**src/rtl/max3421e_pkg.sv**
```systemverilog
// Shared types and constants for the MAX3421E SPI master: FSM states,
// register numbers and command-byte helpers.
package max3421e_pkg;

    typedef enum logic [2:0] {
        ST_IDLE,
        ST_SETUP,
        ST_SHIFT,
        ST_WAIT_WDATA,
        ST_HOLD,
        ST_GAP
    } state_t;

    localparam logic [4:0] REG_RCVFIFO = 5'd1;
    localparam logic [4:0] REG_SNDFIFO = 5'd2;
    localparam logic [4:0] REG_SUDFIFO = 5'd4;
    localparam logic [4:0] REG_USBIRQ  = 5'd13;
    localparam logic [4:0] REG_USBCTL  = 5'd15;
    localparam logic [4:0] REG_PINCTL  = 5'd17;
    localparam logic [4:0] REG_REVISION = 5'd18;
    localparam logic [4:0] REG_HIRQ    = 5'd25;

    localparam logic [3:0] MAX_LEN = 4'd8;

    function automatic logic [7:0] cmd_byte(input logic [4:0] regn, input logic wr);
        return {regn, 1'b0, wr, 1'b0};
    endfunction

    function automatic logic [3:0] clamp_len(input logic [3:0] len);
        return (len > MAX_LEN) ? MAX_LEN : len;
    endfunction

endpackage

```
**src/rtl/max3421e_spi_master_clk_gen.sv**
```systemverilog
// SCLK generator: counts CLK_DIV clocks per half-period and emits one-cycle
// rise/fall strobes; held idle (SCLK low, counter cleared) while disabled.
module spi_clk_gen #(
    parameter int unsigned CLK_DIV = 2
) (
    input  logic clk_in,
    input  logic n_rst_in,
    input  logic en_in,
    output logic rise_out,
    output logic fall_out,
    output logic sclk_out
);

    localparam logic [7:0] LP_DIV_M1 = 8'(CLK_DIV - 1);

    logic [7:0] r_cnt;
    logic       r_phase;
    logic       w_tick;

    assign w_tick   = en_in && (r_cnt == LP_DIV_M1);
    assign rise_out = w_tick && !r_phase;
    assign fall_out = w_tick && r_phase;
    assign sclk_out = r_phase;

    always_ff @(posedge clk_in or negedge n_rst_in) begin
        if (!n_rst_in) begin
            r_cnt   <= '0;
            r_phase <= 1'b0;
        end else if (!en_in) begin
            r_cnt   <= '0;
            r_phase <= 1'b0;
        end else if (w_tick) begin
            r_cnt   <= '0;
            r_phase <= !r_phase;
        end else begin
            r_cnt <= r_cnt + 8'd1;
        end
    end

endmodule

```
**src/rtl/max3421e_spi_master.sv**
```systemverilog
// SPI mode-0 master for the MAX3421E: one command byte (status clocked back)
// followed by up to 8 register data bytes, read or write.
module max3421e_spi_master
    import max3421e_pkg::*;
#(
    parameter int unsigned CLK_DIV = 2
) (
    input  logic       clk_in,
    input  logic       n_rst_in,
    input  logic       req_valid_in,
    output logic       req_ready_out,
    input  logic [4:0] reg_in,
    input  logic       write_in,
    input  logic [3:0] len_in,
    input  logic [7:0] wdata_in,
    input  logic       wdata_valid_in,
    output logic       wdata_ready_out,
    output logic [7:0] rdata_out,
    output logic       rdata_valid_out,
    output logic [7:0] status_out,
    output logic       status_valid_out,
    output logic       busy_out,
    output logic       n_ss_out,
    output logic       mosi_out,
    output logic       sclk_out,
    input  logic       miso_in
);

    localparam logic [8:0] LP_HOLD_M1 = 9'(CLK_DIV - 1);
    localparam logic [8:0] LP_GAP_M1  = 9'(2 * CLK_DIV - 1);

    state_t     r_state;
    logic       r_ready;
    logic       r_busy;
    logic       r_nss;
    logic [7:0] r_sh;
    logic [6:0] r_rx;
    logic [2:0] r_bit;
    logic [3:0] r_bytes;
    logic       r_cmd;
    logic       r_write;
    logic       r_wready;
    logic [7:0] r_wbuf;
    logic       r_wgot;
    logic [8:0] r_cnt;
    logic [7:0] r_rdata;
    logic       r_rdata_valid;
    logic [7:0] r_status;
    logic       r_status_valid;

    logic       w_gen_en;
    logic       w_rise;
    logic       w_fall;
    logic       w_wtake;
    logic       w_wavail;
    logic [7:0] w_wbyte;
    logic [7:0] w_rx_byte;

    assign w_gen_en  = (r_state == ST_SETUP) || (r_state == ST_SHIFT);
    assign w_wtake   = r_wready && wdata_valid_in;
    assign w_wavail  = w_wtake || r_wgot;
    assign w_wbyte   = w_wtake ? wdata_in : r_wbuf;
    assign w_rx_byte = {r_rx, miso_in};

    spi_clk_gen #(
        .CLK_DIV (CLK_DIV)
    ) u_clk_gen (
        .clk_in   (clk_in),
        .n_rst_in (n_rst_in),
        .en_in    (w_gen_en),
        .rise_out (w_rise),
        .fall_out (w_fall),
        .sclk_out (sclk_out)
    );

    always_ff @(posedge clk_in or negedge n_rst_in) begin
        if (!n_rst_in) begin
            r_state        <= ST_IDLE;
            r_ready        <= 1'b0;
            r_busy         <= 1'b0;
            r_nss          <= 1'b1;
            r_sh           <= '0;
            r_rx           <= '0;
            r_bit          <= '0;
            r_bytes        <= '0;
            r_cmd          <= 1'b0;
            r_write        <= 1'b0;
            r_wready       <= 1'b0;
            r_wbuf         <= '0;
            r_wgot         <= 1'b0;
            r_cnt          <= '0;
            r_rdata        <= '0;
            r_rdata_valid  <= 1'b0;
            r_status       <= '0;
            r_status_valid <= 1'b0;
        end else begin
            r_rdata_valid  <= 1'b0;
            r_status_valid <= 1'b0;
            case (r_state)
                ST_IDLE: begin
                    if (!r_ready) begin
                        r_ready <= 1'b1;
                    end else if (req_valid_in) begin
                        r_state <= ST_SETUP;
                        r_ready <= 1'b0;
                        r_busy  <= 1'b1;
                        r_nss   <= 1'b0;
                        r_sh    <= cmd_byte(reg_in, write_in);
                        r_bit   <= '0;
                        r_bytes <= clamp_len(len_in);
                        r_cmd   <= 1'b1;
                        r_write <= write_in;
                        r_wgot  <= 1'b0;
                    end
                end
                ST_SETUP, ST_SHIFT: begin
                    // Write data may arrive at any point while ready is up; park it.
                    if (w_wtake) begin
                        r_wbuf   <= wdata_in;
                        r_wgot   <= 1'b1;
                        r_wready <= 1'b0;
                    end
                    if (w_rise) begin
                        r_rx    <= w_rx_byte[6:0];
                        r_state <= ST_SHIFT;
                        if (r_bit == 3'd7) begin
                            if (r_cmd) begin
                                r_status       <= w_rx_byte;
                                r_status_valid <= 1'b1;
                            end else if (!r_write) begin
                                r_rdata       <= w_rx_byte;
                                r_rdata_valid <= 1'b1;
                            end
                            if (r_write && (r_bytes != 4'd0)) begin
                                r_wready <= 1'b1;
                            end
                        end
                    end
                    if (w_fall) begin
                        r_bit <= r_bit + 3'd1;
                        if (r_bit != 3'd7) begin
                            r_sh <= {r_sh[6:0], 1'b0};
                        end else if (r_bytes == 4'd0) begin
                            r_state <= ST_HOLD;
                            r_sh    <= '0;
                            r_cnt   <= LP_HOLD_M1;
                        end else begin
                            r_bytes <= r_bytes - 4'd1;
                            r_cmd   <= 1'b0;
                            if (!r_write) begin
                                r_sh <= '0;
                            end else if (w_wavail) begin
                                r_sh     <= w_wbyte;
                                r_wgot   <= 1'b0;
                                r_wready <= 1'b0;
                            end else begin
                                r_sh    <= '0;
                                r_state <= ST_WAIT_WDATA;
                            end
                        end
                    end
                end
                ST_WAIT_WDATA: begin
                    // Clock generator is disabled here, so SCLK stays low until data shows up.
                    if (w_wtake) begin
                        r_sh     <= wdata_in;
                        r_wready <= 1'b0;
                        r_state  <= ST_SHIFT;
                    end
                end
                ST_HOLD: begin
                    if (r_cnt == 9'd0) begin
                        r_state <= ST_GAP;
                        r_nss   <= 1'b1;
                        r_cnt   <= LP_GAP_M1;
                    end else begin
                        r_cnt <= r_cnt - 9'd1;
                    end
                end
                ST_GAP: begin
                    if (r_cnt == 9'd0) begin
                        r_state <= ST_IDLE;
                        r_ready <= 1'b1;
                        r_busy  <= 1'b0;
                    end else begin
                        r_cnt <= r_cnt - 9'd1;
                    end
                end
                default: begin
                    r_state <= ST_IDLE;
                end
            endcase
        end
    end

    assign req_ready_out    = r_ready;
    assign busy_out         = r_busy;
    assign n_ss_out         = r_nss;
    assign mosi_out         = r_sh[7];
    assign wdata_ready_out  = r_wready;
    assign rdata_out        = r_rdata;
    assign rdata_valid_out  = r_rdata_valid;
    assign status_out       = r_status;
    assign status_valid_out = r_status_valid;

endmodule

```
**config.mk**
```make
export PLATFORM = sky130hd
export DESIGN_NAME = max3421e_spi_master
export DESIGN_NICKNAME = d
export VERILOG_FILES = /design/src/rtl/max3421e_pkg.sv /design/src/rtl/max3421e_spi_master_clk_gen.sv /design/src/rtl/max3421e_spi_master.sv
export SDC_FILE = /design/constraint.sdc
export NUM_CORES = 1
export LEC_CHECK = 0
export ABC_AREA = 1
export CAP_MARGIN = 30
export CORE_ASPECT_RATIO = 0.5
export CORE_MARGIN = 2
export CORE_UTILIZATION = 50
export CTS_BUF_LIST = sky130_fd_sc_hd__clkbuf_16
export CTS_CLUSTER_SIZE = 12
export DETAILED_ROUTE_END_ITERATION = 6
export GPL_ROUTABILITY_DRIVEN = 0
export PLACE_DENSITY = 0.73
export SKIP_LAST_GASP = 1
export SLEW_MARGIN = 5
export SYNTH_ARGS = -nofsm -noshare
export SYNTH_HDL_FRONTEND = slang
export SYNTH_HIERARCHICAL = 1
export SYNTH_SLANG_ARGS = --single-unit
export TNS_END_PERCENT = 10
```
**constraint.sdc**
```tcl
create_clock -name clk_in -period 3.1 [get_ports clk_in]
set_input_delay 0.31 -clock clk_in [delete_from_list [all_inputs] [get_ports clk_in]]
set_output_delay 0.31 -clock clk_in [all_outputs]
set_load 0.02 [all_outputs]
```
; Word level (Yosys, flattened, before mapping)
; Index checks and enable logic that the tools add are counted.
; Widths: inputs -> output; s select.
[word_totals]
register_bits = 76
input_bits = 23
elab_cells = 162
[classes]
add_sub_neg = 4
n_lt_le_gt_ge = 1
n_eq_ne = 19
muxes = 84
bitwise_logic = 2
n_reduce_logical = 32
[ops]
columns = operator, n
row1 = $mux 8, 11
row2 = $mux 9, 5
row3 = $mux 3, 14
row4 = $mux 1, 37
row5 = $pmux 9 s3, 1
row6 = $mux 4, 6
row7 = $pmux 8 s3, 1
row8 = $ne 2x2->1 const B, 10
row9 = $reduce_and 5->1, 4
row10 = $reduce_and 4->1, 4
row11 = $pmux 3 s5, 1
row12 = $pmux 1 s2, 6
row13 = $eq 3x3->1 const B, 3
row14 = $logic_not 9->1, 1
row15 = $sub 9x1->9 const B, 1
row16 = $add 8x1->8 const B, 1
row17 = $eq 8x1->1 const B, 1
row18 = $pmux 4 s2, 1
row19 = $reduce_bool 2->1, 4
row20 = $eq 3x2->1 const B, 2
row21 = $pmux 3 s2, 1
row22 = $reduce_and 3->1, 2
row23 = $reduce_and 6->1, 1
row24 = $reduce_bool 3->1, 2
row25 = other kinds (15), 22

; Logic depth before layout (Yosys ltp)
[logic_depth]
word_depth = 11
depth_mapped = 16

; Cells and area by module
; Netlist, hierarchy kept.
[by_module_without_submodules]
columns = module, n_inst, cells_each, area_each_um2, seq_area_each_um2
row1 = max3421e_spi_master, 1, 445, 3464.6, 1677.9
row2 = spi_clk_gen, 1, 69, 503.0, 225.2

; Worst setup path after synthesis
; No wires, ideal clock.
[synth_path]
path_type = reg-to-reg
from = reg r_state[1]
to = reg r_bytes[3]
setup_ps = 127
arrival_ps = 2168
path_slack_ps = 806
path_stages_with_launch = 14
path_buffers = 2
period_less_slack_ps = 2294
cell_sequence = dfrtp_1 inv_1 nand2_2 nand2_2 nor2_2 buf_6 buf_2 nand3_1 nor2_1 inv_1 a31oi_2 nand3_1 nor2_4 o21ai_0
[synth_between]
elab_chain_len = 6
elab_cells_between_ends = 15
cone_classes = eq/ne (7) / mux (1) / reduce/logical (7)
[synth_lines]
columns = element, line
row1 = "start, declared", max3421e_spi_master.sv:32  ; state_t r_state;
row2 = "start signal, assigned", max3421e_spi_master.sv:78  ; r_state <= ST_IDLE;
row3 = "start signal, assigned", max3421e_spi_master.sv:104  ; r_state <= ST_SETUP;
row4 = "start signal, assigned", max3421e_spi_master.sv:125  ; r_state <= ST_SHIFT;
row5 = $eq 3x1->1 or $eq 3x2->1 (tied branches), max3421e_spi_master.sv:59  ; assign w_gen_en = (r_state == ST_SETUP) || (r_state == ST_SHIFT);
row6 = $logic_or 1x1->1 *, max3421e_spi_master.sv:59
row7 = via w_gen_en, max3421e_spi_master.sv:51  ; logic w_gen_en;
row8 = $logic_and 1x1->1 *, max3421e_spi_master_clk_gen.sv:20  ; assign w_tick = en_in && (r_cnt == LP_DIV_M1);
row9 = $logic_and 1x1->1 *, max3421e_spi_master_clk_gen.sv:22  ; assign fall_out = w_tick && r_phase;
row10 = via w_fall, max3421e_spi_master.sv:53  ; logic w_fall;
row11 = $ne 2x1->1 (no source line) *, n/a
row12 = $reduce_and 6->1 (no source line) *, n/a
row13 = "end signal, assigned", max3421e_spi_master.sv:110  ; r_bytes <= clamp_len(len_in);
row14 = "end signal, assigned", max3421e_spi_master.sv:148  ; r_bytes <= r_bytes - 4'd1;
row15 = "end, declared", max3421e_spi_master.sv:39  ; logic [3:0] r_bytes;
; Mark *: on every way through the listed nets, which the timed path passes. The rest lies on a longest branch.
; A chain may end at the register's enable or synchronous reset.

; Final worst setup path
[layout_path]
from = reg r_state[1]
to = reg r_bytes[0]
[layout_between]
elab_chain_len = 6
elab_cells_between_ends = 15
cone_classes = eq/ne (7) / mux (1) / reduce/logical (7)
[layout_lines]
columns = element, line
row1 = $eq 3x1->1 or $eq 3x2->1 (tied branches), max3421e_spi_master.sv:59
row2 = $logic_or 1x1->1 *, max3421e_spi_master.sv:59
row3 = $logic_and 1x1->1 *, max3421e_spi_master_clk_gen.sv:20
row4 = $logic_and 1x1->1 *, max3421e_spi_master_clk_gen.sv:22
row5 = via w_fall, max3421e_spi_master.sv:53
row6 = $ne 2x1->1 (no source line) *, n/a
row7 = $reduce_and 6->1 (no source line) *, n/a
; Marks and branches as above.

==> results.md <==
* Layout area overhead at 21.67%
* Htree depth at 3
* Power density cells at 882.9 mW/mm^2
* Clk_skew at 0.005008 ns
* Skew-Pair Late Insertion Delay at 0.34 ns
* Yosys warning count at 6
* # port buffers at 46
* Clock buffer count from CTS at 9
* Worst path required time at 3.31 ns
* Global Route Usage Sum at 22.86%
* Largest area contributor in the netlist: dfrtp_1
* RSZ-0062 raised after global routing: false
* Prevailing post-synth register cell: dfrtp_1
* Post-synth top area share at 47.30%
* Cts repair resizes at 0
* Post-Syn Area at 0.003968 mm^2
* Sequential power share at 33.3%
* Largest fanout on the critical path at 8
* Top-count cell post-synth: nand2_1
* First-pass GRT wire length at 15.20 mm
* Final wirelength at 8.539 mm
* TritonCTS clock tree: built
* CTS Buffer Depth at 2
* Slew Limit Fails at 0
* Crit end category: flop
* Hold_buf cts at 0
* F_max at 0.4143 GHz
* Nets@finish at 596
* Crit share post-route at 77.86%
* Worst EP arrival at 2.63 ns
* Initial DRC Count at 279
* Post-Syn Instances at 514
* Detail Route Antenna Nets at 0
* Pin count of the biggest net entering global routing at 77
* Worst Hold Class: in2async
* Logic pwr share at 43.7%
* Clk sinks at 76
* Status: finished clean
* Synth cell count leaders: 140 x nand2_1, 75 x dfrtp_1, 66 x inv_1
* Initial Util at 52.80%
* Clock share of power at 23.0%
* Post-synth EDFFs at 0
* Leakage dissipation at 0.002300 uW
* Row cnt at 22
* Die Area at 0.008707 mm^2
* Die height at 66.99 um
* Fill cell count at 661
* Post-placement cell area at 0.004516 mm^2
* Post-route cell area at 0.004827 mm^2
* Pre-Repair DR Iteration Count at 5
* Core Area at 0.007515 mm^2
* Net Switching at 1803 uW
* Overflow after GRT at 0
* MaxCap Viol Count at 0
* Wire per inst at 12.58 um
* Setup crit start kind: flop
* Die X at 130.0 um
* Peak VDD IR at 0.4968 mV
* Vias at 3425
* Final-report hold violation count at 0
* Worst Path Class, Setup: reg2reg
* #FFs+latches synth at 76
* Setup slack, reg-to-reg at 0.69 ns
* Clock root cell: clkbuf_16
* Share of layout cells above drive strength 1 at 6.830%
* Setup TNS at 0 ns
* I/O pins at 47
* Internal power at 2458 uW
* Area contributors post-synth: dfrtp_1 47%, nand2_1 13%, inv_1 6.2%, o21ai_0 6.2%, nor2_1 5.7%
* Syn_area_per_cell at 7.719 um^2
* Initial antenna violation count at 0
* Via count of the first global-routing pass at 3293
* Post-synth cell types at 33
* Net Sw Frac at 42.32%
* Seq/Total Area, Yosys at 47.97%
* Post-DP HPWL at 6.099 mm
* Net count after synthesis at 543
* # diodes at 0
* DRC Markers at 0
* Worst slew pin tran at 0.5690 ns
* Post-synth ARST share at 100.0%
* Avg Vias per Cell at 5.044
* Worst-path clk slew at 0.05 ns
* Slew HR at 61.93%
* Worst-case hold slack at 0.4388 ns
* Minimum clock period at 2.414 ns
* Post-CTS Setup Repair Bufs at 0
* Setup violators final at 0
-- layout make-up --
cell class / count / area (um^2) / share of cell area (%)
clock buffers: 9 / 225.2 / 4.666
clock inverters: 6 / 48.80 / 1.011
inverters: 68 / 255.2 / 5.288
multi-input cells: 362 / 1749 / 36.24
flip-flops and latches: 76 / 1903 / 39.42
well taps: 108 / 135.1 / 2.799
repair buffers: 50 / 510.5 / 10.58
-- routing by layer --
layer	share of wire (%)	wire length (um)	GRT usage [%]
met1	50	4266	31.68
met2	44	3720	35.47
met3	5.2	448	6.104
met4	1.2	104	6.452
met5	0	0	0
-- stage by stage --
step	util [%]	total power (uW)	setup slack, ns	instances
finish	64.24	4262	0.6865	679
global route	64.24	4653	0.3617	679
floorplan	-	2836	0.8057	514
CTS	63.74	4285	0.7121	677
detailed placement	60.09	3282	0.7252	662
global placement	60.09	3235	0.8428	662
-- flip-flops by register name (all words and copies together) (netlist names), 3 cells and up --
register and count:
rdata_out 8, r_state 3, status_out 8, r_cnt 9
r_rx 7, r_bytes 4, r_wbuf 8, r_sh 8
r_bit 3, u_clk_gen/r_cnt 8
-- worst max-delay path: stages, from the launching register on --
cell and delay [ns]:
dfrtp_1 0.46, inv_1 0.10, nand2_2 0.13, nand2_2 0.15
nor2_2 0.13, nand3_1 0.11, nor2_1 0.28, inv_1 0.10
a31oi_2 0.24, nand3_1 0.25, nor2_4 0.24, o21ai_0 0.11
-- layout by cell type (no fill, tap or decap), types with 2 or more instances in the layout --
cell type / instances
o21ai_0: 49
clkdlybuf4s50_1: 45
clkbuf_16: 9
clkinv_1: 3
inv_1: 68
nor2_2: 5
nor2_1: 60
nor2_4: 4
ha_1: 6
xnor2_1: 2
nand4_1: 3
nand3_1: 40
nor3_1: 5
dfrtp_1: 75
o21ai_1: 8
nand3_2: 2
inv_2: 2
o22ai_1: 2
a21oi_1: 17
buf_4: 3
xor2_1: 5
nand2_2: 5
nand2_1: 140
-- cell families after synthesis --
logic type      share of synthesized area, %
fa+ha+maj                              1.892
buf+inv                                7.947
compound gates                         11.04
simple gates                           29.61
xor+xnor                               1.545
flops                                  47.97
-- power groups by stage --
stage               clock, uW  sequential [uW]  combinational (uW)
floorplan                   0             1430                1410
global placement            0             1430                1810
detailed placement          0             1430                1850
CTS                      1000             1420                1870
global route             1040             1450                2160
finish                    980             1420                1860
-- path summary, 6_finish.rpt --
check	start	end	cells past startpoint
hold / removal	n_rst_in	u_clk_gen/r_cnt[2]	2
setup reg to reg	r_state[1]	r_bytes[0]	11
max in group asynchronous	n_rst_in	n_ss_out	3
setup / recovery	r_state[1]	r_bytes[0]	11
min in group clk_in	r_rx[2]	r_rx[3]	2
hold reg to reg	r_rx[2]	r_rx[3]	2
Note: power is estimated with default switching activity, not from simulation.
